===== config.mk =====
export PLATFORM = sky130hd
export DESIGN_NAME = bpfvm_ctrl_mc_flat
export DESIGN_NICKNAME = d
export VERILOG_FILES = /design/src/rtl/bpfvm_ctrl_mc_if.sv /design/src/rtl/bpfvm_ctrl_mc.sv /design/src/flat_wrapper.sv
export SDC_FILE = /design/constraint.sdc
export NUM_CORES = 1
export LEC_CHECK = 0
export ABC_AREA = 0
export BUFFER_PORTS_ARGS = -buffer_cell sky130_fd_sc_hd__buf_2
export CAP_MARGIN = 10
export CORE_MARGIN = 4
export CORE_UTILIZATION = 40
export DETAILED_ROUTE_END_ITERATION = 7
export GPL_ROUTABILITY_DRIVEN = 1
export PLACE_DENSITY = 0.59
export SLEW_MARGIN = 25
export SYNTH_ARGS = -nofsm -noshare
export SYNTH_HDL_FRONTEND = slang
export SYNTH_SLANG_ARGS = --single-unit
export TNS_END_PERCENT = 100

===== constraint.sdc =====
create_clock -name clk -period 3.25 [get_ports clk]
set_clock_uncertainty 0.1 [all_clocks]
set_input_delay 0.325 -clock clk [delete_from_list [all_inputs] [get_ports clk]]
set_output_delay 0.325 -clock clk [all_outputs]
set_load 0.02 [all_outputs]

===== src/rtl/bpfvm_ctrl_mc_if.sv =====
// Control bundle between the multi-cycle BPF VM controller and its memories/datapath.
// master: controller side (drives selects, enables, strobes, verdict); slave: datapath/memory side.
// Carries opcode, ALU flags, RET operand tests, memory valids, verdict ack and instruction count.
interface bpfvm_ctrl_mc_if #(
    parameter int CNT_W = 16
);
    logic [15:0]      opcode;
    logic             set;
    logic             eq;
    logic             gt;
    logic             ge;
    logic             A_is_zero;
    logic             X_is_zero;
    logic             imm_is_zero;
    logic             mem_ready;
    logic             inst_mem_valid;
    logic             packet_mem_valid;
    logic             verdict_ack;
    logic [2:0]       A_sel;
    logic [2:0]       X_sel;
    logic [1:0]       PC_sel;
    logic             addr_sel;
    logic             B_sel;
    logic             regfile_sel;
    logic [3:0]       ALU_sel;
    logic [1:0]       transfer_sz;
    logic             A_en;
    logic             X_en;
    logic             PC_en;
    logic             PC_rst;
    logic             regfile_wr_en;
    logic             inst_mem_rd_en;
    logic             packet_mem_rd_en;
    logic             accept;
    logic             reject;
    logic             overrun;
    logic             mem_err;
    logic [CNT_W-1:0] insn_count;

    modport master (
        input  opcode, set, eq, gt, ge, A_is_zero, X_is_zero, imm_is_zero,
               mem_ready, inst_mem_valid, packet_mem_valid, verdict_ack,
        output A_sel, X_sel, PC_sel, addr_sel, B_sel, regfile_sel, ALU_sel, transfer_sz,
               A_en, X_en, PC_en, PC_rst, regfile_wr_en, inst_mem_rd_en, packet_mem_rd_en,
               accept, reject, overrun, mem_err, insn_count
    );

    modport slave (
        output opcode, set, eq, gt, ge, A_is_zero, X_is_zero, imm_is_zero,
               mem_ready, inst_mem_valid, packet_mem_valid, verdict_ack,
        input  A_sel, X_sel, PC_sel, addr_sel, B_sel, regfile_sel, ALU_sel, transfer_sz,
               A_en, X_en, PC_en, PC_rst, regfile_wr_en, inst_mem_rd_en, packet_mem_rd_en,
               accept, reject, overrun, mem_err, insn_count
    );
endinterface


===== src/rtl/bpfvm_ctrl_mc.sv =====
// Multi-cycle BPF VM control FSM with instruction budget, packet-memory timeout and held verdict.
// Latency (1-cycle memories): reg/store/jump 3, ALU 4, packet load 4, cond jump 3 (4 if PESSIMISTIC).
// Backpressure: waits indefinitely on inst_mem_valid, MEM_TIMEOUT cycles on packet_mem_valid; verdict held until verdict_ack.
// Ports: clk, rst_n (async active-low), bus = bpfvm_ctrl_mc_if.master (opcode/flags in, datapath controls and verdict out).
module bpfvm_ctrl_mc #(
    parameter int PESSIMISTIC = 0,
    parameter int CNT_W       = 16,
    parameter int MAX_INSNS   = 4096,
    parameter int TMO_W       = 8,
    parameter int MEM_TIMEOUT = 255
) (
    input logic              clk,
    input logic              rst_n,
    bpfvm_ctrl_mc_if.master  bus
);
    typedef enum logic [2:0] {
        S_RESET, S_FETCH, S_FETCH_WAIT, S_DECODE, S_PMEM_WAIT, S_WRITE_ALU, S_COND_JMP, S_DONE
    } state_t;

    localparam logic [2:0] C_LD = 3'd0, C_LDX = 3'd1, C_ST = 3'd2, C_STX = 3'd3,
                           C_ALU = 3'd4, C_JMP = 3'd5, C_RET = 3'd6, C_MISC = 3'd7;
    localparam logic [2:0] M_IMM = 3'd0, M_ABS = 3'd1, M_IND = 3'd2, M_MEM = 3'd3,
                           M_LEN = 3'd4, M_MSH = 3'd5;
    localparam logic [2:0] A_IMM = 3'd0, A_PKT = 3'd1, A_MEM = 3'd2, A_LEN = 3'd3, A_X = 3'd4, A_ALU = 3'd5;
    localparam logic [2:0] X_IMM = 3'd0, X_PKT = 3'd1, X_MEM = 3'd2, X_LEN = 3'd3, X_A = 3'd4, X_MSH = 3'd5;
    localparam logic [1:0] PC_PLUS_1 = 2'd0, PC_PLUS_IMM = 2'd1, PC_PLUS_JT = 2'd2, PC_PLUS_JF = 2'd3;
    localparam logic [1:0] DST_A = 2'd0, DST_X = 2'd1, DST_MSH = 2'd2;

    state_t           state, state_nxt;
    logic [CNT_W-1:0] insn_count;
    logic [TMO_W-1:0] wait_cnt;
    logic [1:0]       dest_q, dec_dest;
    logic [3:0]       flags_q;              // {set, eq, gt, ge} captured in DECODE
    logic             accept_q, reject_q, overrun_q, mem_err_q;
    logic             v_accept, v_reject, v_overrun, v_mem_err;
    logic             dec_ill, dec_pkt, dec_alu, dec_cond, dec_ret, ret_ok;
    logic             at_budget, tmo_hit;
    logic [2:0]       a_sel, x_sel;
    logic [1:0]       pc_sel;
    logic             a_en, x_en, pc_en, pc_rst, regfile_wr_en, inst_rd, pkt_rd;

    wire [2:0] cls  = bus.opcode[2:0];
    wire [2:0] mode = bus.opcode[7:5];
    wire [3:0] op   = bus.opcode[7:4];
    wire [1:0] rval = bus.opcode[4:3];

    function automatic logic cond_eval(input logic [3:0] jop, input logic [3:0] f);
        case (jop)
            4'd1:    return f[2];   // JEQ
            4'd2:    return f[1];   // JGT
            4'd3:    return f[0];   // JGE
            4'd4:    return f[3];   // JSET
            default: return 1'b0;
        endcase
    endfunction

    assign at_budget = (insn_count == CNT_W'(MAX_INSNS));
    assign tmo_hit   = (wait_cnt == TMO_W'(MEM_TIMEOUT - 1));

    // Instruction classification; the upper opcode byte is reserved and must be zero.
    always_comb begin
        dec_ill  = |bus.opcode[15:8];
        dec_pkt  = 1'b0;
        dec_dest = DST_A;
        dec_alu  = 1'b0;
        dec_cond = 1'b0;
        dec_ret  = 1'b0;
        case (cls)
            C_LD: case (mode)
                M_IMM, M_MEM, M_LEN: ;
                M_ABS, M_IND:        dec_pkt = 1'b1;
                default:             dec_ill = 1'b1;
            endcase
            C_LDX: case (mode)
                M_IMM, M_MEM, M_LEN: ;
                M_ABS, M_IND: begin dec_pkt = 1'b1; dec_dest = DST_X;   end
                M_MSH:        begin dec_pkt = 1'b1; dec_dest = DST_MSH; end
                default:      dec_ill = 1'b1;
            endcase
            C_ST, C_STX: ;
            C_ALU: if (op > 4'hA) dec_ill = 1'b1; else dec_alu = 1'b1;
            C_JMP: if (op > 4'd4) dec_ill = 1'b1; else dec_cond = (op != 4'd0);
            C_RET: if (rval == 2'd3) dec_ill = 1'b1; else dec_ret = 1'b1;
            default: if (bus.opcode[7:3] != 5'h00 && bus.opcode[7:3] != 5'h10) dec_ill = 1'b1;
        endcase
        case (rval)
            2'd0:    ret_ok = !bus.imm_is_zero;
            2'd1:    ret_ok = !bus.X_is_zero;
            default: ret_ok = !bus.A_is_zero;
        endcase
    end

    always_ff @(posedge clk or negedge rst_n) begin
        if (!rst_n) state <= S_RESET;
        else        state <= state_nxt;
    end

    // Next state plus the verdict to load when entering DONE.
    always_comb begin
        state_nxt = state;
        v_accept  = 1'b0;
        v_reject  = 1'b0;
        v_overrun = 1'b0;
        v_mem_err = 1'b0;
        case (state)
            S_RESET:      if (bus.mem_ready) state_nxt = S_FETCH;
            S_FETCH:      if (at_budget) begin
                              state_nxt = S_DONE; v_reject = 1'b1; v_overrun = 1'b1;
                          end else state_nxt = S_FETCH_WAIT;
            S_FETCH_WAIT: if (bus.inst_mem_valid) state_nxt = S_DECODE;
            S_DECODE:     if (dec_ill) begin
                              state_nxt = S_DONE; v_reject = 1'b1;
                          end else if (dec_ret) begin
                              state_nxt = S_DONE; v_accept = ret_ok; v_reject = !ret_ok;
                          end else if (dec_pkt)  state_nxt = S_PMEM_WAIT;
                          else if (dec_alu)      state_nxt = S_WRITE_ALU;
                          else if (dec_cond && PESSIMISTIC != 0) state_nxt = S_COND_JMP;
                          else                   state_nxt = S_FETCH;
            // A valid arriving on the timeout cycle still completes the load.
            S_PMEM_WAIT:  if (bus.packet_mem_valid) state_nxt = S_FETCH;
                          else if (tmo_hit) begin
                              state_nxt = S_DONE; v_reject = 1'b1; v_mem_err = 1'b1;
                          end
            S_WRITE_ALU, S_COND_JMP: state_nxt = S_FETCH;
            S_DONE:       if (bus.verdict_ack) state_nxt = S_RESET;
            default:      state_nxt = S_RESET;
        endcase
    end

    always_comb begin
        a_sel = 3'd0; x_sel = 3'd0; pc_sel = PC_PLUS_1;
        a_en = 1'b0; x_en = 1'b0; pc_en = 1'b0; pc_rst = 1'b0;
        regfile_wr_en = 1'b0; inst_rd = 1'b0; pkt_rd = 1'b0;
        case (state)
            S_RESET: pc_rst = 1'b1;
            S_FETCH: if (!at_budget) begin inst_rd = 1'b1; pc_en = 1'b1; pc_sel = PC_PLUS_1; end
            S_DECODE: if (!dec_ill) begin
                case (cls)
                    C_LD: case (mode)
                        M_IMM:        begin a_en = 1'b1; a_sel = A_IMM; end
                        M_MEM:        begin a_en = 1'b1; a_sel = A_MEM; end
                        M_LEN:        begin a_en = 1'b1; a_sel = A_LEN; end
                        default:      pkt_rd = 1'b1;
                    endcase
                    C_LDX: case (mode)
                        M_IMM:        begin x_en = 1'b1; x_sel = X_IMM; end
                        M_MEM:        begin x_en = 1'b1; x_sel = X_MEM; end
                        M_LEN:        begin x_en = 1'b1; x_sel = X_LEN; end
                        default:      pkt_rd = 1'b1;
                    endcase
                    C_ST, C_STX: regfile_wr_en = 1'b1;
                    C_MISC: if (bus.opcode[7]) begin a_en = 1'b1; a_sel = A_X; end
                            else               begin x_en = 1'b1; x_sel = X_A; end
                    C_JMP: if (!dec_cond) begin
                               pc_en = 1'b1; pc_sel = PC_PLUS_IMM;
                           end else if (PESSIMISTIC == 0) begin
                               pc_en  = 1'b1;
                               pc_sel = cond_eval(op, {bus.set, bus.eq, bus.gt, bus.ge}) ? PC_PLUS_JT : PC_PLUS_JF;
                           end
                    default: ;
                endcase
            end
            S_PMEM_WAIT: if (bus.packet_mem_valid) begin
                case (dest_q)
                    DST_A:   begin a_en = 1'b1; a_sel = A_PKT; end
                    DST_X:   begin x_en = 1'b1; x_sel = X_PKT; end
                    default: begin x_en = 1'b1; x_sel = X_MSH; end
                endcase
            end
            S_WRITE_ALU: begin a_en = 1'b1; a_sel = A_ALU; end
            S_COND_JMP: begin
                pc_en  = 1'b1;
                pc_sel = cond_eval(op, flags_q) ? PC_PLUS_JT : PC_PLUS_JF;
            end
            default: ;
        endcase
    end

    always_ff @(posedge clk or negedge rst_n) begin
        if (!rst_n) begin
            insn_count <= '0;
            wait_cnt   <= '0;
            dest_q     <= DST_A;
            flags_q    <= '0;
            accept_q   <= 1'b0;
            reject_q   <= 1'b0;
            overrun_q  <= 1'b0;
            mem_err_q  <= 1'b0;
        end else begin
            if (state == S_RESET)
                insn_count <= '0;
            else if (state == S_DECODE && !at_budget)
                insn_count <= insn_count + 1'b1;
            if (state == S_DECODE) begin
                wait_cnt <= '0;
                flags_q  <= {bus.set, bus.eq, bus.gt, bus.ge};
                if (dec_pkt) dest_q <= dec_dest;
            end else if (state == S_PMEM_WAIT) begin
                wait_cnt <= wait_cnt + 1'b1;
            end
            if (state == S_DONE) begin
                if (bus.verdict_ack) begin
                    accept_q <= 1'b0; reject_q <= 1'b0; overrun_q <= 1'b0; mem_err_q <= 1'b0;
                end
            end else if (state_nxt == S_DONE) begin
                accept_q <= v_accept; reject_q <= v_reject; overrun_q <= v_overrun; mem_err_q <= v_mem_err;
            end
        end
    end

    assign bus.A_sel            = a_sel;
    assign bus.X_sel            = x_sel;
    assign bus.PC_sel           = pc_sel;
    assign bus.A_en             = a_en;
    assign bus.X_en             = x_en;
    assign bus.PC_en            = pc_en;
    assign bus.PC_rst           = pc_rst;
    assign bus.regfile_wr_en    = regfile_wr_en;
    assign bus.inst_mem_rd_en   = inst_rd;
    assign bus.packet_mem_rd_en = pkt_rd;
    assign bus.addr_sel         = (mode == M_IND);
    assign bus.regfile_sel      = (cls == C_STX);
    assign bus.B_sel            = bus.opcode[3];
    assign bus.ALU_sel          = bus.opcode[7:4];
    assign bus.transfer_sz      = bus.opcode[4:3];
    assign bus.accept           = accept_q;
    assign bus.reject           = reject_q;
    assign bus.overrun          = overrun_q;
    assign bus.mem_err          = mem_err_q;
    assign bus.insn_count       = insn_count;
endmodule


===== src/flat_wrapper.sv =====
// flat-port wrapper written by rule: the top's interface ports become plain ports
module bpfvm_ctrl_mc_flat 
#(
    parameter int PESSIMISTIC = 0,
    parameter int CNT_W       = 16,
    parameter int MAX_INSNS   = 4096,
    parameter int TMO_W       = 8,
    parameter int MEM_TIMEOUT = 255
)
  (clk, rst_n, bus_opcode, bus_set, bus_eq, bus_gt, bus_ge, bus_A_is_zero, bus_X_is_zero, bus_imm_is_zero, bus_mem_ready, bus_inst_mem_valid, bus_packet_mem_valid, bus_verdict_ack, bus_A_sel, bus_X_sel, bus_PC_sel, bus_addr_sel, bus_B_sel, bus_regfile_sel, bus_ALU_sel, bus_transfer_sz, bus_A_en, bus_X_en, bus_PC_en, bus_PC_rst, bus_regfile_wr_en, bus_inst_mem_rd_en, bus_packet_mem_rd_en, bus_accept, bus_reject, bus_overrun, bus_mem_err, bus_insn_count);
  bpfvm_ctrl_mc_if #(.CNT_W(CNT_W)) bus_i ();
  input logic clk;
  input logic rst_n;
  input wire logic [$bits(bus_i.opcode)-1:0] bus_opcode;
  input wire logic [$bits(bus_i.set)-1:0] bus_set;
  input wire logic [$bits(bus_i.eq)-1:0] bus_eq;
  input wire logic [$bits(bus_i.gt)-1:0] bus_gt;
  input wire logic [$bits(bus_i.ge)-1:0] bus_ge;
  input wire logic [$bits(bus_i.A_is_zero)-1:0] bus_A_is_zero;
  input wire logic [$bits(bus_i.X_is_zero)-1:0] bus_X_is_zero;
  input wire logic [$bits(bus_i.imm_is_zero)-1:0] bus_imm_is_zero;
  input wire logic [$bits(bus_i.mem_ready)-1:0] bus_mem_ready;
  input wire logic [$bits(bus_i.inst_mem_valid)-1:0] bus_inst_mem_valid;
  input wire logic [$bits(bus_i.packet_mem_valid)-1:0] bus_packet_mem_valid;
  input wire logic [$bits(bus_i.verdict_ack)-1:0] bus_verdict_ack;
  output wire logic [$bits(bus_i.A_sel)-1:0] bus_A_sel;
  output wire logic [$bits(bus_i.X_sel)-1:0] bus_X_sel;
  output wire logic [$bits(bus_i.PC_sel)-1:0] bus_PC_sel;
  output wire logic [$bits(bus_i.addr_sel)-1:0] bus_addr_sel;
  output wire logic [$bits(bus_i.B_sel)-1:0] bus_B_sel;
  output wire logic [$bits(bus_i.regfile_sel)-1:0] bus_regfile_sel;
  output wire logic [$bits(bus_i.ALU_sel)-1:0] bus_ALU_sel;
  output wire logic [$bits(bus_i.transfer_sz)-1:0] bus_transfer_sz;
  output wire logic [$bits(bus_i.A_en)-1:0] bus_A_en;
  output wire logic [$bits(bus_i.X_en)-1:0] bus_X_en;
  output wire logic [$bits(bus_i.PC_en)-1:0] bus_PC_en;
  output wire logic [$bits(bus_i.PC_rst)-1:0] bus_PC_rst;
  output wire logic [$bits(bus_i.regfile_wr_en)-1:0] bus_regfile_wr_en;
  output wire logic [$bits(bus_i.inst_mem_rd_en)-1:0] bus_inst_mem_rd_en;
  output wire logic [$bits(bus_i.packet_mem_rd_en)-1:0] bus_packet_mem_rd_en;
  output wire logic [$bits(bus_i.accept)-1:0] bus_accept;
  output wire logic [$bits(bus_i.reject)-1:0] bus_reject;
  output wire logic [$bits(bus_i.overrun)-1:0] bus_overrun;
  output wire logic [$bits(bus_i.mem_err)-1:0] bus_mem_err;
  output wire logic [$bits(bus_i.insn_count)-1:0] bus_insn_count;
  assign bus_i.opcode = bus_opcode;
  assign bus_i.set = bus_set;
  assign bus_i.eq = bus_eq;
  assign bus_i.gt = bus_gt;
  assign bus_i.ge = bus_ge;
  assign bus_i.A_is_zero = bus_A_is_zero;
  assign bus_i.X_is_zero = bus_X_is_zero;
  assign bus_i.imm_is_zero = bus_imm_is_zero;
  assign bus_i.mem_ready = bus_mem_ready;
  assign bus_i.inst_mem_valid = bus_inst_mem_valid;
  assign bus_i.packet_mem_valid = bus_packet_mem_valid;
  assign bus_i.verdict_ack = bus_verdict_ack;
  assign bus_A_sel = bus_i.A_sel;
  assign bus_X_sel = bus_i.X_sel;
  assign bus_PC_sel = bus_i.PC_sel;
  assign bus_addr_sel = bus_i.addr_sel;
  assign bus_B_sel = bus_i.B_sel;
  assign bus_regfile_sel = bus_i.regfile_sel;
  assign bus_ALU_sel = bus_i.ALU_sel;
  assign bus_transfer_sz = bus_i.transfer_sz;
  assign bus_A_en = bus_i.A_en;
  assign bus_X_en = bus_i.X_en;
  assign bus_PC_en = bus_i.PC_en;
  assign bus_PC_rst = bus_i.PC_rst;
  assign bus_regfile_wr_en = bus_i.regfile_wr_en;
  assign bus_inst_mem_rd_en = bus_i.inst_mem_rd_en;
  assign bus_packet_mem_rd_en = bus_i.packet_mem_rd_en;
  assign bus_accept = bus_i.accept;
  assign bus_reject = bus_i.reject;
  assign bus_overrun = bus_i.overrun;
  assign bus_mem_err = bus_i.mem_err;
  assign bus_insn_count = bus_i.insn_count;
  bpfvm_ctrl_mc #(.PESSIMISTIC(PESSIMISTIC), .CNT_W(CNT_W), .MAX_INSNS(MAX_INSNS), .TMO_W(TMO_W), .MEM_TIMEOUT(MEM_TIMEOUT)) u_core (.clk(clk), .rst_n(rst_n), .bus(bus_i));
endmodule

# Word-level counts from Yosys, hierarchy flattened
# Index checks and enable logic that the tools add are counted.
# totals
reg_bits	37
in_bits	29
word_cells	178
# classes
add_sub_neg	2
n_lt_le_gt_ge	2
eq_ne	31
muxes	106
n_reduce_logical	28
# ops
cell	n
$mux 1	62
$mux 3	16
$eq 3x3->1 const B	11
$mux 16	2
$pmux 3 s2	4
$pmux 3 s7	1
$eq 3x2->1 const B	6
$add 16x1->16 const B	1
$eq 16x13->1 const B	1
$mux 8	2
$pmux 2 s2	3
$pmux 1 s2	5
$eq 3x1->1 const B	3
$logic_not 3->1	3
$pmux 1 s3	3
$pmux 3 s3	1
$add 8x1->8 const B	1
$eq 4x2->1 const B	2
$eq 8x8->1 const B	1
$mux 2	4
$pmux 1 s4	2
$reduce_or 2->1	4
$reduce_or 8->1	1
$pmux 1 s6	1
18 further kinds	29

# Longest topological paths before layout
# Gate-level depths: netlist of the first run.
# logic_depth
depth_word	12
depth_mapped	7
ltp_nobuf	7

# Worst setup path before layout of the first run
# Ideal clock, no wire load.
# synth_timing
path_kind	input-to-output
startpoint	in bus_opcode[6]
endpoint	out bus_PC_sel[1]
arrival_ns	1.700
required_time_ns	2.825
path_slack_ns	1.125
path_stages	6
n_path_buf	1
cell_sequence	buf_2 -> o21a_1 -> o2111ai_1 -> o311a_2 -> nand4_2 -> o41ai_2
# synth_between
elab_chain_cells	7
word_cells_on_any_way	26
classes_between	order compare (2); eq/ne (6); mux (12); reduce/logical (6)
# synth_lines
item	line	rtl
from (decl)	flat_wrapper.sv:14	input wire logic [$bits(bus_i.opcode)-1:0] bus_opcode;
$gt 4x3->1 / $reduce_bool 4->1 (equally long branches)	bpfvm_ctrl_mc.sv:82	C_JMP: if (op > 4'd4) dec_ill = 1'b1; else dec_cond = (op != 4'd0);
$mux 1	bpfvm_ctrl_mc.sv:82	
$mux 1	bpfvm_ctrl_mc.sv:68	case (cls)
$mux 2	bpfvm_ctrl_mc.sv:154	C_JMP: if (!dec_cond) begin
$mux 2	bpfvm_ctrl_mc.sv:138	case (cls)
$mux 2 (*)	bpfvm_ctrl_mc.sv:137	S_DECODE: if (!dec_ill) begin
$pmux 2 s2 (*)	bpfvm_ctrl_mc.sv:134	case (state)
to (decl)	flat_wrapper.sv:28	output wire logic [$bits(bus_i.PC_sel)-1:0] bus_PC_sel;
# Every way passes the cells marked *; elsewhere a longest branch is shown, timed or not.

# Final worst setup path of the first run
# layout_timing
startpoint	reg u_core.state[0]
endpoint	out bus_PC_sel[1]
# layout_between
elab_chain_cells	2
word_cells_on_any_way	3
classes_between	eq/ne (2); mux (1)
# layout_lines
item	line	rtl
from (decl)	bpfvm_ctrl_mc.sv:29	state_t state, state_nxt;
from (signal assigned)	bpfvm_ctrl_mc.sv:95	else state <= state_nxt;
$eq 3x3->1 / $eq 3x2->1 (equally long branches)	n/a	
$pmux 2 s2 (*)	bpfvm_ctrl_mc.sv:134	
# Marked as above.

==> impl_metrics.ini, run 1 <==
[outcome]
outcome = finished, final reports clean

[clock_network]
cts.repair.resized = 0
clkSinkCount = 37
cts_setup_buffers = 0
cts_tree = built
clkSlewWorstSetupHoldPaths_ns = 0.09
cts.path.max_buffers = 2
cts_buffers = 5
holdBufCountCts = 0
cts-root-buf = clkbuf_8
htreeDepth = 2
insertion_delay_ns = 0.29

[finish]
nets = 420
postLayoutCoreUtil = 0.484
fillCellCount = 673
final_cells = 484
post_route_cells_drive_above_1_share = 0.273
area_delta_synth_final_pct = 17.5
final_cell_mix = buf_2 (72), nand2_1 (38), dfrtp_1 (37), nor2_1 (28), a21oi_1 (16)
antenna_cells = 0
final_common_cell = buf_2

[sta]
hold_viol = 0
setup_violations = 0
final-max-slew-violation-count = 0
fin_crit_ns = 2.60
slew_headroom = 0.440
holdWs_ns = 0.0375
worst_pin_slew_ns = 0.841
fmax_ghz = 0.385
rsz0062_at_grt = false
tns_ns = 0
period_share = 0.800

[pwr]
p_sw_uw = 843
power_switching_share = 0.420
power.density_nw_per_um2 = 610
seqPwrFrac = 0.336
p_leak_uw = 0.00159
internal_power_uw = 1160
combPwrFrac = 0.420
vdd_ir_drop_max_mv = 0.286
clkPwrFrac = 0.245

[placement]
hpwl_mm = 5.66
dp.cells = 476
port_buffers = 72
gp_congestion = 0.827

[grt]
grt_start_max_net_pins = 38
track_usage = 0.182
grt_pass1_vias = 2570
grt_pass1_wl_mm = 12.5
grt-ovfl-total = 0
antenna_found_initial = 0

[yosys]
yosys_warnings = 0
async_flop_share = 1.00
syn_nets = 363
synth_cells = 330
netlist_area_um2 = 2800
synth.distinct_cells = 69
synth_edf_count = 0
synth.avg_cell_area_um2 = 8.49
ys.flop_type = dfrtp_1
synth_seq_cells = 37
yosysSeqAreaShare = 0.331

[worst_setup_path]
path_buf_inv = 1
critPathLaunchType = flop
crit_family = flip-flops
required_ns = 2.82
critPathKind = reg -> out
critPathCaptureType = primary output
crit_arrival_ns = 2.17
cp_slowest_cell = dfrtp_1
critPathMaxFanout = 17
cp_cell_sequence = and3b_1, o311a_2, nand4_2, o41ai_2, buf_2
critPathMaxStageDelay_ns = 0.71

[detailed_routing]
drc = 0
via_count = 2713
route.detailed.wl_per_inst_um = 15.8
dr.pass1.iters = 4
drtIter0Drc = 156
routed_wl_mm = 7.63
vias_per_cell = 5.61
ant_nets = 0

[min_path]
hold_path.class = in -> async

[floorplan]
die_w_um = 91.7
dieArea_um2 = 8400
io_pins = 73
core_area_um2 = 6790
start_util = 0.412
die_y_um = 91.7
rows = 30

[run]
drv_cap = 0
-- cells in the mapped netlist, types with 5 or more instances --
master	count	area [um^2]
nor2_1	28	105
nand3_1	15	75.1
o31ai_1	5	37.5
o21ai_1	5	25.0
o21ai_0	10	50.1
nand2_1	38	143
o211ai_1	5	37.5
and3_1	7	43.8
buf_4	9	67.6
buf_2	13	65.1
nand4_1	13	81.3
inv_1	11	41.3
nor3_1	8	40.0
dfrtp_1	37	926
nand2b_1	10	62.6
mux2i_1	6	60.1
a21oi_1	16	80.1
-- layer usage --
layer / global-route usage / vias up / part of all wire
met5: 0 / - / 0
met4: 0.0477 / 0 / 0.011
met3: 0.0435 / 9 / 0.062
met2: 0.273 / 87 / 0.46
met1: 0.262 / 1292 / 0.47
li1: - / 1325 / -
-- metrics by stage --
stage	worst slack (ns)	cell area, um^2	power, uW
floorplan	1.12	2800	1290
global placement	0.959	3150	1520
detailed placement	0.935	3150	1520
CTS	0.653	3290	2020
global route	0.467	3290	2160
finish	0.651	3290	2010
-- flip-flops by register name (all words and copies together) (netlist names) --
name / count
u_core.dest_q: 2
u_core.bus.accept: 1
u_core.bus.overrun: 1
u_core.flags_q: 4
u_core.bus.reject: 1
u_core.bus.insn_count: 16
u_core.state: 3
u_core.wait_cnt: 8
u_core.bus.mem_err: 1
-- cell type report --
class                      instances  area (um^2)  share of cell area
clock inverter                     3         68.8              0.0209
clock buffer                       5         68.8              0.0209
sequential                        37          926               0.281
tap                               96          120              0.0365
timing repair buffer              75          383               0.116
multi-input combinational        256         1680               0.510
inverter                          12         45.0              0.0137
-- logic make-up after synthesis --
| family | count (synthesis) | share of synthesized area |
|---|---|---|
| AND/OR/NAND/NOR | 160 | 0.332 |
| XOR/XNOR | 7 | 0.0219 |
| adder cells (fa/ha/maj) | 4 | 0.0179 |
| multiplexers | 9 | 0.0335 |
| AO/OA/AOI/OAI | 76 | 0.194 |
| buffers and inverters | 37 | 0.0701 |
| flip-flops | 37 | 0.331 |
-- worst paths after layout --
check / startpoint / end / slack (ns) / cells after the start
worst max-delay path: u_core.state[0] / bus_PC_sel[1] / 0.65 / 5
worst min register to register: u_core.flags_q[0] / u_core.flags_q[0] / 0.39 / 2
max in group asynchronous: rst_n / u_core.state[2] / 2.49 / 1
worst max register to register: u_core.state[0] / u_core.bus.reject / 1.04 / 5
min in group clk: bus_ge / u_core.flags_q[0] / 0.15 / 3
worst min-delay path: rst_n / u_core.flags_q[0] / 0.04 / 1
-- power by group through the flow --
stage	logic [uW]	clock network, uW	registers (uW)
6_report	842	491	674
5_1_grt	948	518	693
4_1_cts	846	504	673
3_5_place_dp	841	0	682
3_3_place_gp	840	0	679
2_1_floorplan	657	0	636
-- worst reg2reg max path, stage by stage, from the launching register on --
cell	delay, ns
dfrtp_1	0.71
nand3b_2	0.34
a2111oi_2	0.55
nor3_2	0.12
a21oi_1	0.16
o2111ai_1	0.11
Power figures use the tool's default switching activity.
==> run 2, diff against run 1 <==
--- a/config.mk
+++ b/config.mk
@@ -5,14 +5,14 @@
 export SDC_FILE = /design/constraint.sdc
 export NUM_CORES = 1
 export LEC_CHECK = 0
-export ABC_AREA = 0
+export ABC_AREA = 1
 export BUFFER_PORTS_ARGS = -buffer_cell sky130_fd_sc_hd__buf_2
 export CAP_MARGIN = 10
 export CORE_MARGIN = 4
 export CORE_UTILIZATION = 40
 export DETAILED_ROUTE_END_ITERATION = 7
 export GPL_ROUTABILITY_DRIVEN = 1
-export PLACE_DENSITY = 0.59
+export PLACE_DENSITY = 0.62
 export SLEW_MARGIN = 25
 export SYNTH_ARGS = -nofsm -noshare
 export SYNTH_HDL_FRONTEND = slang
==> constraint.sdc (replaced) <==
create_clock -name clk -period 2.3 [get_ports clk]
set_clock_uncertainty 0.1 [all_clocks]
set_input_delay 0.23 -clock clk [delete_from_list [all_inputs] [get_ports clk]]
set_output_delay 0.23 -clock clk [all_outputs]
set_load 0.02 [all_outputs]
==> run 2 against run 1 <==
Compared with the run above:
- count of clock-buffer cells in the layout rose by 2
- critical path type unchanged
- area after synthesis fell by 8.1%
- global-route usage rose by 0.24 points
- die area fell by 7.4%
==> impl_metrics.ini, run 2 <==
[pwr]
power.density_nw_per_um2 = 846
vdd_ir_drop_max_mv = 0.421
p_leak_uw = 0.00164

[floorplan]
rows = 28
start_util = 0.422
die_y_um = 88.2
io_pins = 73
dieArea_um2 = 7780
core_area_um2 = 6100
die_w_um = 88.2

[sta]
fmax_ghz = 0.452
worst_pin_slew_ns = 0.822
slew_headroom = 0.452
final-max-slew-violation-count = 0
setup_violations = 0
rsz0062_at_grt = false
fin_crit_ns = 2.21
hold_viol = 0
tns_ns = 0
period_share = 0.963

[finish]
final_common_cell = nand2_1
post_route_cells_drive_above_1_share = 0.246
fillCellCount = 646
seqCellArea_um2 = 926
antenna_cells = 0
final_cell_mix = nand2_1 (79), buf_2 (71), inv_1 (56), nor2_1 (38), dfrtp_1 (37)
nets = 484
largest_reg_flops = 16
largest-register = u_core.bus.insn_count
largestRegisters = u_core.bus.insn_count: 16 flops, u_core.wait_cnt: 8 flops, u_core.flags_q: 4 flops
stdcell_area_um2 = 3160
multi_input_area_um2 = 1350
area_delta_synth_final_pct = 22.7
postLayoutCoreUtil = 0.518

[grt]
grt-ovfl-total = 0
grt_pass1_vias = 2629
grt_pass1_wl_mm = 11.5
antenna_found_initial = 0
track_usage = 0.184
grt_start_max_net_pins = 38

[clock_network]
cts_buffers = 5
clkSinkCount = 37
cts.path.max_buffers = 2
insertion_delay_ns = 0.29
cts_setup_buffers = 0
cts-root-buf = clkbuf_8
cts_tree = built
clkSlewWorstSetupHoldPaths_ns = 0.08
htreeDepth = 2

[detailed_routing]
route.met3.wl_um = 571
wl_met2_mm = 3.21
drtIter0Drc = 182
dr.pass1.iters = 4
route.detailed.wl_per_inst_um = 13.0
met1_length_mm = 3.05
dr.max_layer_used = met4
routed_wl_mm = 6.86
via_count = 2729
drc = 0
ant_nets = 0
vias_per_cell = 5.18

[yosys]
synth.avg_cell_area_um2 = 6.88
synth_edf_count = 0
async_flop_share = 1.00
synth_most_common_cell = nand2_1
synthMuxAreaShare = 0
netlist_top_cells_area = dfrtp_1 (36%), nand2_1 (12%), inv_1 (8.3%)
synth_adder_area_share = 0.0195
synth_top_cell_by_area = dfrtp_1
synth_top_family_by_area = simple AND/OR/NAND/NOR gates
synth_top_cells_by_count = nand2_1 (80), inv_1 (57), nor2_1 (38)
synth_simple_gate_area_frac = 0.337
synth.distinct_cells = 40
synth_top_cell_area_share = 0.360
synth_xor_area_frac = 0.00340
yosysSeqAreaShare = 0.360
syn_nets = 407
netlist_area_um2 = 2570
synth_seq_cells = 37
ys.flop_type = dfrtp_1
yosys_warnings = 0
synth_cells = 374
synth_compound_area_frac = 0.161

[worst_setup_path]
critPathMaxFanout = 15
required_ns = 1.97
crit_arrival_ns = 1.88
critPathCaptureType = primary output
critPathKind = reg -> out
critPathLaunchType = flop

[outcome]
outcome = finished, final reports clean

[run]
drv_cap = 0

[placement]
place_area_um2 = 3010
port_buffers = 72
gp_congestion = 0.939
hpwl_mm = 5.55

[min_path]
hold_path.class = in -> reg
## run 2: routing by layer
layer | track usage | vias to the layer above
met4 | 0.0261 | 0
met5 | 0 | -
met1 | 0.232 | 1240
li1 | - | 1381
met2 | 0.332 | 104
met3 | 0.0376 | 4
## run 2: layout make-up
type                    instances  area share
flip-flops and latches         37       0.293
repair buffers                 80       0.135
clock buffers                   7      0.0274
clock inverters                 1     0.00952
multi-input cells             263       0.429
inverters                      64      0.0765
well taps                      75      0.0297
## run 2: timing repair
item                                    in CTS  in global routing
hold buffers                                 1                  0
gates resized for setup                      1                  5
cloned                                       0                  0
endpoints found under the setup margin       1                  6
endpoints found under the hold margin       37                  0
pin swaps                                    0                  0
## run 2: per-stage QoR
| stage | hold slack (ns) | power (uW) | worst slack (ns) | instances |
|---|---|---|---|---|
| 2_1_floorplan | -0.166 | 1690 | 0.246 | 374 |
| 3_3_place_gp | 0.289 | 2070 | 0.161 | 518 |
| 3_5_place_dp | 0.293 | 2090 | 0.104 | 518 |
| 4_1_cts | 0.0551 | 2680 | 0.0440 | 527 |
| 5_1_grt | 0.0697 | 2870 | 0.00663 | 527 |
| 6_report | 0.0606 | 2670 | 0.0853 | 527 |
## run 2: path summary, 6_finish.rpt
check | start | end | slack (ns) | cells past startpoint
max | u_core.state[2] | bus_X_sel[0] | 0.09 | 5
min | bus_set | u_core.flags_q[3] | 0.06 | 3
max reg2reg | u_core.bus.insn_count[0] | u_core.bus.insn_count[13] | 0.29 | 12
min reg2reg | u_core.flags_q[3] | u_core.flags_q[3] | 0.39 | 2
max in group asynchronous | rst_n | u_core.wait_cnt[0] | 1.10 | 2
min in group asynchronous | rst_n | u_core.bus.insn_count[7] | 0.49 | 2
## run 2: critical path: stages, from the launching register on
cell and delay [ns]:
dfrtp_1 0.48, nor3_4 0.24, buf_4 0.25, nand2_1 0.12
o31ai_1 0.29, buf_2 0.22
## run 2: kinds of logic after synthesis
family	count (synthesis)
buffers and inverters	74
xor gates and xnor gates	1
AOI/OAI and AO/OA	67
DFF	37
adders and majority gates	4
and+or+nand+nor	191
## run 2: power breakdown
group / internal, uW / leakage [uW] / switching, uW
Clock: 354 / 0.0000585 / 231
Sequential: 793 / 0.000494 / 94.7
Combinational: 385 / 0.00109 / 810
==> run 3, diff against run 2 <==
--- a/config.mk
+++ b/config.mk
@@ -12,7 +12,7 @@
 export CORE_UTILIZATION = 40
 export DETAILED_ROUTE_END_ITERATION = 7
 export GPL_ROUTABILITY_DRIVEN = 1
-export PLACE_DENSITY = 0.62
+export PLACE_DENSITY = 0.63
 export SLEW_MARGIN = 25
 export SYNTH_ARGS = -nofsm -noshare
 export SYNTH_HDL_FRONTEND = slang
==> run 3 against run 2 <==
Compared with the run above:
- power is 0.36% higher
- design area is 0.63% higher
- via count is 0.48% higher
- maximum frequency is 1.4% higher
- count of clock-buffer cells in the layout is 1 lower
- final cell count stayed put
- wire length is 0.96% higher
- sequential cell count stayed put
- largest cell class unchanged
- highest routed layer is now met5
==> impl_metrics.ini, run 3 (same netlist as run 2, synthesis figures left out) <==
[sta]
holdWs_ns = 0.0566
worst_slack_ns = 0.116
final-max-slew-violation-count = 0
fin_crit_ns = 2.18
worst_pin_slew_ns = 0.825
slew_headroom = 0.450
hold_viol = 0
fmax_ghz = 0.458
setup_violations = 0
period_share = 0.950

[placement]
place_area_um2 = 3010
port_buffers = 72
hpwl_mm = 5.51
gp_congestion = 0.987
post-place-ws_ns = 0.0957

[min_path]
hold_path.class = in -> reg

[worst_setup_path]
critPathMaxStageDelay_ns = 0.42
r2r-end = u_core.bus.insn_count[13]
cp_slowest_cell = dfrtp_1
crit_arrival_ns = 1.85
required_ns = 1.97
critPathLaunchType = flop
critPathMaxFanout = 15
cp_cell_sequence = inv_2, nor3_4, buf_12, nand2_1, o31ai_2, buf_2
rr_startpoint = u_core.bus.insn_count[0]
setup.worst_path.start = u_core.state[1]
critPathCaptureType = primary output
r2r_cells = 12
cp-endpoint = bus_X_sel[0]
r2r_slack_ns = 0.20
critPathKind = reg -> out

[grt]
grt_pass1_vias = 2534
use_met3 = 0.0414
antenna_found_initial = 1
grt_pass1_wl_mm = 11.4
grt_start_max_net_pins = 38
grtUsageMet1 = 0.243
track_usage = 0.182
busiest_layer = met2
grt_use_met2 = 0.301
grt-ovfl-total = 0

[floorplan]
core_area_um2 = 6100
start_util = 0.422
dieArea_um2 = 7780
die_y_um = 88.2
rows = 28
io_pins = 73
die_w_um = 88.2

[clock_network]
cts-root-buf = clkbuf_8
cts_buffers = 5
cts.path.max_buffers = 2
htreeDepth = 2
insertion_delay_ns = 0.29
clkSinkCount = 37
cts_tree = built
clkSlewWorstSetupHoldPaths_ns = 0.08

[detailed_routing]
ant_nets = 0
vias_per_cell = 5.20
drtIter0Drc = 105
drc = 0
routed_wl_mm = 6.92
via_count = 2742
dr.pass1.iters = 4
route.detailed.wl_per_inst_um = 13.1

[finish]
fillCellCount = 654
largest_reg_flops = 16
final_common_cell = nand2_1
largest-register = u_core.bus.insn_count
area_delta_synth_final_pct = 23.4
stdcell_area_um2 = 3180
postLayoutCoreUtil = 0.521
largestRegisters = u_core.bus.insn_count: 16 flops, u_core.wait_cnt: 8 flops, u_core.flags_q: 4 flops
post_route_cells_drive_above_1_share = 0.248
final_cell_mix = nand2_1 (79), buf_2 (71), inv_1 (56), nor2_1 (38), dfrtp_1 (37)
nets = 484
antenna_cells = 0

[pwr]
total_power_uw = 2680
p_leak_uw = 0.00165
power.density_nw_per_um2 = 843
power_switching_share = 0.431
seqPwrFrac = 0.332
combPwrFrac = 0.457
p_sw_uw = 1150
clkPwrFrac = 0.211
internal_power_uw = 1520
vdd_ir_drop_max_mv = 0.415

[run]
drv_cap = 0

[outcome]
outcome = finished, final reports clean
==> run 3: cell count changes in the layout (fill, tap and decap cells not counted), sizes merged <==
cell | previous run | this run
clkinv | 2 | 3
clkbuf | 7 | 6
==> run 3: worst min-delay path by stage <==
stage	from	endpoint	slack, ns	cells past startpoint
after floorplan	rst_n	u_core.bus.accept	-0.17	0
after global placement	rst_n	u_core.bus.insn_count[0]	0.28	1
after detailed placement	rst_n	u_core.bus.insn_count[0]	0.29	1
after CTS	bus_set	u_core.flags_q[3]	0.04	3
after global routing	bus_eq	u_core.flags_q[2]	0.05	3
final	bus_eq	u_core.flags_q[2]	0.06	3
==> run 3: cell type report <==
cell class	count	area, um^2	area share
Tap cell	75	93.8	0.0296
Sequential cell	37	926	0.292
Timing Repair Buffer	80	438	0.138
Multi-Input combinational cell	263	1360	0.429
Inverter	64	244	0.0768
Clock inverter	2	38.8	0.0122
Clock buffer	6	72.6	0.0229
==> run 3: critical path, delay by kind of cell, from the launching register on <==
kind,cells,cell delay (ns)
simple gates,2,0.40
buf+inv,3,0.48
flops,1,0.42
compound gates,1,0.26
==> run 3: routing by layer <==
layer	wire [um]	up-vias
li1	-	1374
met3	492	11
met4	61	2
met5	7	-
met1	3200	1263
met2	3160	92
==> run 3: power groups by stage <==
stage | Sequential [uW] | Combinational [uW] | Clock [uW]
2_1_floorplan | 942 | 750 | 0
3_3_place_gp | 897 | 1190 | 0
3_5_place_dp | 902 | 1190 | 0
4_1_cts | 890 | 1210 | 582
5_1_grt | 905 | 1370 | 605
6_report | 888 | 1220 | 565
==> run 3: what timing repair did <==
item	CTS	global route
cloned	0	0
pin swaps	0	4
buffers inserted	0	2
gates resized for setup	2	7
hold endpoints to repair	37	0
hold buffers	1	0
setup endpoints to repair	5	5
==> run 3: stage by stage <==
stage | TNS [ns] | std cells
finish | 0 | 527
global route | -0.00140 | 527
CTS | 0 | 525
detailed placement | 0 | 516
global placement | 0 | 516
floorplan | 0 | 374
